## src/rtl/audio_framer_pkg.sv

```systemverilog
`default_nettype none
// +----------------------------------------------------------------------+
// | audio_pkg : shared types for the audio framer                        |
// | Revision  : 1.0                                                      |
// +----------------------------------------------------------------------+
package audio_pkg;

  localparam int SAMPLE_WIDTH = 8;

  typedef logic signed [SAMPLE_WIDTH-1:0] sample_t;

  typedef enum logic [1:0] {
    IDLE   = 2'd0,
    PRIME  = 2'd1,
    STREAM = 2'd2
  } framer_state_t;

endpackage
`default_nettype wire

```

## src/rtl/framer_ram.sv

```systemverilog
`default_nettype none
// +----------------------------------------------------------------------+
// | framer_ram : simple dual-port RAM, one write port, one registered    |
// |              read port with enable (BRAM-inferable)                  |
// | Revision   : 1.0                                                     |
// +----------------------------------------------------------------------+
module framer_ram #(
  parameter int DEPTH = 512,
  parameter int WIDTH = 8
) (
  input  logic                     clk,
  input  logic                     i_we,
  input  logic [$clog2(DEPTH)-1:0] i_waddr,
  input  logic [WIDTH-1:0]         i_wdata,
  input  logic                     i_re,
  input  logic [$clog2(DEPTH)-1:0] i_raddr,
  output logic [WIDTH-1:0]         o_rdata
);

  logic [WIDTH-1:0] r_mem [DEPTH];
  logic [WIDTH-1:0] r_rdata;

  // No reset on the array or read register so the tools can map this to block RAM.
  always_ff @(posedge clk) begin
    if (i_we) begin
      r_mem[i_waddr] <= i_wdata;
    end
    if (i_re) begin
      r_rdata <= r_mem[i_raddr];
    end
  end

  assign o_rdata = r_rdata;

endmodule
`default_nettype wire

```

## src/rtl/audio_framer.sv

```systemverilog
`default_nettype none
// +----------------------------------------------------------------------+
// | audio_framer : buffers the sample stream into overlapping frames and |
// |                replays them over a valid/ready stream                |
// | Revision     : 1.0                                                   |
// +----------------------------------------------------------------------+
module audio_framer #(
  parameter int FRAME_LEN    = 256,
  parameter int HOP          = 128,
  parameter int SAMPLE_WIDTH = audio_pkg::SAMPLE_WIDTH
) (
  input  logic                           clk_in,
  input  logic                           rst_in,
  input  logic                           audio_valid_in,
  input  logic signed [SAMPLE_WIDTH-1:0] audio_in,
  output logic signed [SAMPLE_WIDTH-1:0] frame_data_out,
  output logic                           frame_valid_out,
  input  logic                           frame_ready_in,
  output logic                           frame_last_out,
  output logic [$clog2(FRAME_LEN)-1:0]   frame_index_out,
  output logic                           overrun_out,
  output logic [15:0]                    frame_count_out
);

  import audio_pkg::framer_state_t;
  import audio_pkg::IDLE;
  import audio_pkg::PRIME;
  import audio_pkg::STREAM;

  localparam int c_DEPTH = 2 * FRAME_LEN;
  localparam int c_AW    = $clog2(c_DEPTH);
  localparam int c_IW    = $clog2(FRAME_LEN);
  localparam int c_CW    = c_IW + 1;

  localparam logic [c_CW-1:0] c_FRAME_LEN = c_CW'(FRAME_LEN);
  localparam logic [c_CW-1:0] c_WARM_LAST = c_CW'(FRAME_LEN - 1);
  localparam logic [c_CW-1:0] c_HOP_LAST  = c_CW'(HOP - 1);
  localparam logic [c_AW-1:0] c_BACK      = c_AW'(FRAME_LEN - 1);
  localparam logic [c_IW-1:0] c_LAST_IDX  = c_IW'(FRAME_LEN - 1);

  framer_state_t r_state;

  logic [c_AW-1:0] r_wr_ptr;
  logic [c_AW-1:0] r_rd_ptr;
  logic [c_CW-1:0] r_total_cnt;
  logic [c_CW-1:0] r_hop_cnt;
  logic [c_CW-1:0] r_rd_cnt;

  // RAM read register acts as the skid entry in front of the output register.
  logic            r_q_valid;
  logic [c_IW-1:0] r_q_index;

  logic [SAMPLE_WIDTH-1:0] w_rd_data;
  logic [SAMPLE_WIDTH-1:0] r_data;
  logic                    r_valid;
  logic                    r_last;
  logic [c_IW-1:0]         r_index;
  logic                    r_overrun;
  logic [15:0]             r_count;

  logic            w_trigger;
  logic            w_handshake;
  logic            w_last_hs;
  logic            w_accept;
  logic            w_out_load;
  logic            w_rd_en;
  logic [c_AW-1:0] w_start_ptr;

  assign w_trigger   = audio_valid_in &&
                       ((r_total_cnt == c_WARM_LAST) ||
                        ((r_total_cnt == c_FRAME_LEN) && (r_hop_cnt == c_HOP_LAST)));
  assign w_handshake = r_valid && frame_ready_in;
  assign w_last_hs   = w_handshake && r_last;
  assign w_accept    = w_trigger && ((r_state == IDLE) || ((r_state == STREAM) && w_last_hs));
  assign w_out_load  = r_q_valid && (!r_valid || frame_ready_in);
  assign w_rd_en     = (r_state == PRIME) ||
                       ((r_state == STREAM) && (r_rd_cnt != c_FRAME_LEN) &&
                        (!r_q_valid || w_out_load));
  assign w_start_ptr = r_wr_ptr - c_BACK;

  framer_ram #(
    .DEPTH (c_DEPTH),
    .WIDTH (SAMPLE_WIDTH)
  ) u_ram (
    .clk     (clk_in),
    .i_we    (audio_valid_in),
    .i_waddr (r_wr_ptr),
    .i_wdata (audio_in),
    .i_re    (w_rd_en),
    .i_raddr (r_rd_ptr),
    .o_rdata (w_rd_data)
  );

  always_ff @(posedge clk_in or negedge rst_in) begin
    if (!rst_in) begin
      r_state     <= IDLE;
      r_wr_ptr    <= '0;
      r_rd_ptr    <= '0;
      r_total_cnt <= '0;
      r_hop_cnt   <= '0;
      r_rd_cnt    <= '0;
      r_q_valid   <= 1'b0;
      r_q_index   <= '0;
      r_data      <= '0;
      r_valid     <= 1'b0;
      r_last      <= 1'b0;
      r_index     <= '0;
      r_overrun   <= 1'b0;
      r_count     <= '0;
    end else begin
      if (audio_valid_in) begin
        r_wr_ptr <= r_wr_ptr + 1'b1;
        if (r_total_cnt != c_FRAME_LEN) begin
          r_total_cnt <= r_total_cnt + 1'b1;
        end
      end

      if (w_trigger) begin
        r_hop_cnt <= '0;
      end else if (audio_valid_in && (r_total_cnt == c_FRAME_LEN)) begin
        r_hop_cnt <= r_hop_cnt + 1'b1;
      end

      r_overrun <= w_trigger && !w_accept;

      if (w_rd_en) begin
        r_rd_ptr  <= r_rd_ptr + 1'b1;
        r_rd_cnt  <= r_rd_cnt + 1'b1;
        r_q_valid <= 1'b1;
        r_q_index <= r_rd_cnt[c_IW-1:0];
      end else if (w_out_load) begin
        r_q_valid <= 1'b0;
      end

      if (w_out_load) begin
        r_valid <= 1'b1;
        r_data  <= w_rd_data;
        r_index <= r_q_index;
        r_last  <= (r_q_index == c_LAST_IDX);
      end else if (w_handshake) begin
        r_valid <= 1'b0;
        r_last  <= 1'b0;
      end

      case (r_state)
        IDLE: begin
          if (w_accept) begin
            r_state <= PRIME;
          end
        end
        PRIME: begin
          r_state <= STREAM;
        end
        STREAM: begin
          if (w_last_hs) begin
            r_count <= r_count + 1'b1;
            r_state <= w_accept ? PRIME : IDLE;
          end
        end
        default: begin
          r_state <= IDLE;
        end
      endcase

      // A new frame restarts the read side at the oldest sample of its window.
      if (w_accept) begin
        r_rd_ptr <= w_start_ptr;
        r_rd_cnt <= '0;
      end
    end
  end

  assign frame_data_out  = r_data;
  assign frame_valid_out = r_valid;
  assign frame_last_out  = r_last;
  assign frame_index_out = r_index;
  assign overrun_out     = r_overrun;
  assign frame_count_out = r_count;

endmodule
`default_nettype wire

```

## config.mk

```make
export PLATFORM = sky130hd
export DESIGN_NAME = audio_framer
export DESIGN_NICKNAME = d
export VERILOG_FILES = /design/src/rtl/audio_framer_pkg.sv /design/src/rtl/framer_ram.sv /design/src/rtl/audio_framer.sv
export SDC_FILE = /design/constraint.sdc
export NUM_CORES = 2
export LEC_CHECK = 0
export CORE_MARGIN = 2
export CORE_UTILIZATION = 55
export CTS_CLUSTER_DIAMETER = 60
export DETAILED_ROUTE_END_ITERATION = 10
export PLACE_DENSITY_LB_ADDON = 0.08
export SETUP_SLACK_MARGIN = 0.2
export SYNTH_ARGS = -nofsm -noshare
export SYNTH_HDL_FRONTEND = slang
export SYNTH_SLANG_ARGS = --single-unit
```

## constraint.sdc

```tcl
create_clock -name clk_in -period 2.78 [get_ports clk_in]
set_input_delay 0.556 -clock clk_in [delete_from_list [all_inputs] [get_ports clk_in]]
set_output_delay 0.556 -clock clk_in [all_outputs]
set_load 0.02 [all_outputs]
```

==> out/metrics.cfg <==
[routing]
wl_um=472000
drc=0
vias_per_cell=6.43
drtAntennaViolNets=0
drt_iter0_markers=13100
firstDrtPassIters=5
num_vias=88900
wl_per_cell_um=34.1

[synthesis]
ys_async_sr_fraction_pct=2.17
synthFlopType=edfxtp_1
syn_inst=7812
synth-xor-area-share_pct=0.305
synth_fp_nets=7836
synth-seq-cells=4195
yosysWarningCount=0
syn_avg_cell_area_um2=21.0
yosys.area_share.adder_pct=0.0917
synth_compound_area_share_pct=2.71
synth_edf_count=4104
synth_seq_area_share_pct=76.7
yosys.area_share.simple_pct=2.63
synth_top_family_by_area=multiplexers
muxShareOfSynthArea_pct=15.8
synthesis.area_um2=164000
synth.distinct_cells=85

[worst_setup_path]
critPathKind=flop to flop
arrival_ns=4.24
startpoint_type=flop
cp-end-kind=flop
path_max_fanout=16
crit_required_ns=3.50

[final_layout]
syn_to_final_growth_pct=20.4
layout_commonest_cell=edfxtp_1
final_cell_mix=4104 x edfxtp_1, 1463 x buf_4, 951 x mux4_2
nets=9552
utilization_pct=66.5
fin_cells=13800
drive_gt1_share_pct=35.5

[floorplanning]
die_w_um=550
core-area_um2=297000
rows=200
ios=47
die_y_um=550
initial_core_util_pct=55.2
dieArea_um2=302000

[run_status]
failed_checks=negative setup slack
status=complete, but fails checks

[sta]
setup_ws_ns=-0.744
worst_pin_slew_ns=1.11
hold_viol=0
slew_viol_final=0
setup_tns_ns=-5.52
finClkSkew_ns=0.0475
hold_ws_ns=0.0490
slew_headroom_pct=26.3
rsz0062_at_grt=true
layout_min_cycle_time_ns=3.52
fin_crit_sh_pct=127
fmax_ghz=0.284
setup_viol=8

[place]
place.gp.congestion=0.918
portBuffers=46
place_ws_ns=-1.33
dp_hpwl_um=309000
dp_cells=13000

[cts]
cts.sinks=4195
clock_latency_ns=0.98
root_buffer=clkbuf_16
cts_max_level=5
numCtsBuffers=425
cts_tree=built
clk_pin_slew_ns=0.06
clock_path_buffers=4

[grt]
grt_max_degree=144
antenna_found_initial=19
grt_overflow=0
grt_first_pass_wirelength_um=665000
grtUsageTotal_pct=31.3
first_global_vias=88200

[power]
p_per_area_nw_per_um2=984
leakagePower_nw=66.1
ir_drop_v=0.000694

[worst_hold_path]
hp-class=primary input to flop

[run]
drv_cap=0

## synthesized netlist by cell type (all sizes together) (34+ instances only)
cell type,n,share of area (%)
buf,303,1.4
o21ai,91,0.28
xnor2,34,0.18
a22oi,57,0.26
a221oi,45,0.25
a211oi,35,0.16
dfrtp,91,1.4
o221ai,58,0.31
clkbuf,182,0.42
mux2i,359,2.2
nand2,253,0.58
mux4,965,13
mux2,39,0.27
nand3,46,0.14
edfxtp,4104,75
a21oi,135,0.41
o22ai,71,0.27
nor2,603,1.4
## routing by layer
| metal | share of wire, % | vias up | track usage [%] |
|---|---|---|---|
| met5 | 0.011 | - | 0 |
| met3 | 10 | 835 | 5.19 |
| met4 | 3.6 | 8 | 10.1 |
| met1 | 40 | 47100 | 46.4 |
| li1 | - | 35900 | - |
| met2 | 47 | 5012 | 48.3 |
## where the power goes
group | total [mW] | switching [mW] | internal, mW | leakage [nW]
registers | 70.8 | 0.705 | 70.1 | 38.0
logic | 67.5 | 37.3 | 30.2 | 21.5
clock network | 55.7 | 24.1 | 31.6 | 6.58
## state kept, by name, summed over array words and instances (netlist names), 2 cells and up
register / count
u_ram.r_mem: 4096
frame_count_out: 16
r_hop_cnt: 9
r_rd_cnt: 9
r_rd_ptr: 9
r_total_cnt: 9
r_wr_ptr: 9
frame_data_out: 8
frame_index_out: 8
r_q_index: 8
u_ram.o_rdata: 8
r_state: 2
## final timing paths
kind / start / end / slack, ns / cells after the start
worst max register to register: r_rd_ptr[0] / u_ram.o_rdata[5] / -0.74 / 11
min in group asynchronous: rst_in / frame_count_out[15] / 0.29 / 2
worst min register to register: frame_count_out[15] / frame_count_out[15] / 0.47 / 1
worst min-delay path: audio_in[0] / u_ram.r_mem[358][0] / 0.05 / 1
worst max-delay path: r_rd_ptr[0] / u_ram.o_rdata[5] / -0.74 / 11
max in group asynchronous: rst_in / r_rd_ptr[2] / 1.76 / 2
## critical path, stage by stage (launching register included)
cell and delay (ns):
dfrtp_4 0.53, buf_16 0.20, buf_12 0.13, buf_16 0.17
mux4_1 0.57, a22o_1 0.26, a211o_4 0.35, a221oi_2 0.37
o22a_1 0.19, buf_4 0.13, o221a_2 0.25, a22oi_1 0.09
## layout make-up
class | count | area (um^2)
repair buffers | 1775 | 16900
clock inverters | 259 | 2340
flip-flops and latches | 4195 | 126000
clock buffers | 519 | 11200
inverters | 25 | 116
well taps | 3939 | 4930
multi-input cells | 3106 | 36200
diodes | 9 | 22.5
fillers | 19400 | 99400
## logic make-up (layout without fill, tap and decap cells)
group	after synthesis	count (layout)
buffers and inverters	511	2578
adders and majority gates	12	12
muxes	1363	1363
other	0	9
AOI/OAI and AO/OA	639	639
xor gates and xnor gates	57	57
and+or+nand+nor	1035	1035
DFF	4195	4195
## per-stage QoR
step | power (mW) | instance area (um^2)
2_1_floorplan | 104 | 164000
3_3_place_gp | 134 | 181000
3_5_place_dp | 134 | 181000
4_1_cts | 193 | 197000
5_1_grt | 199 | 197000
6_report | 194 | 197000
## timing repair
action,in CTS,in global routing
buffers inserted,40,25
cloned,14,2
gates resized for setup,209,47
setup endpoints to repair,235,309
endpoints found under the hold margin,78,0
pin swaps,28,19
hold buffers,3,0
No activity file was read; power rests on OpenSTA's default activity.
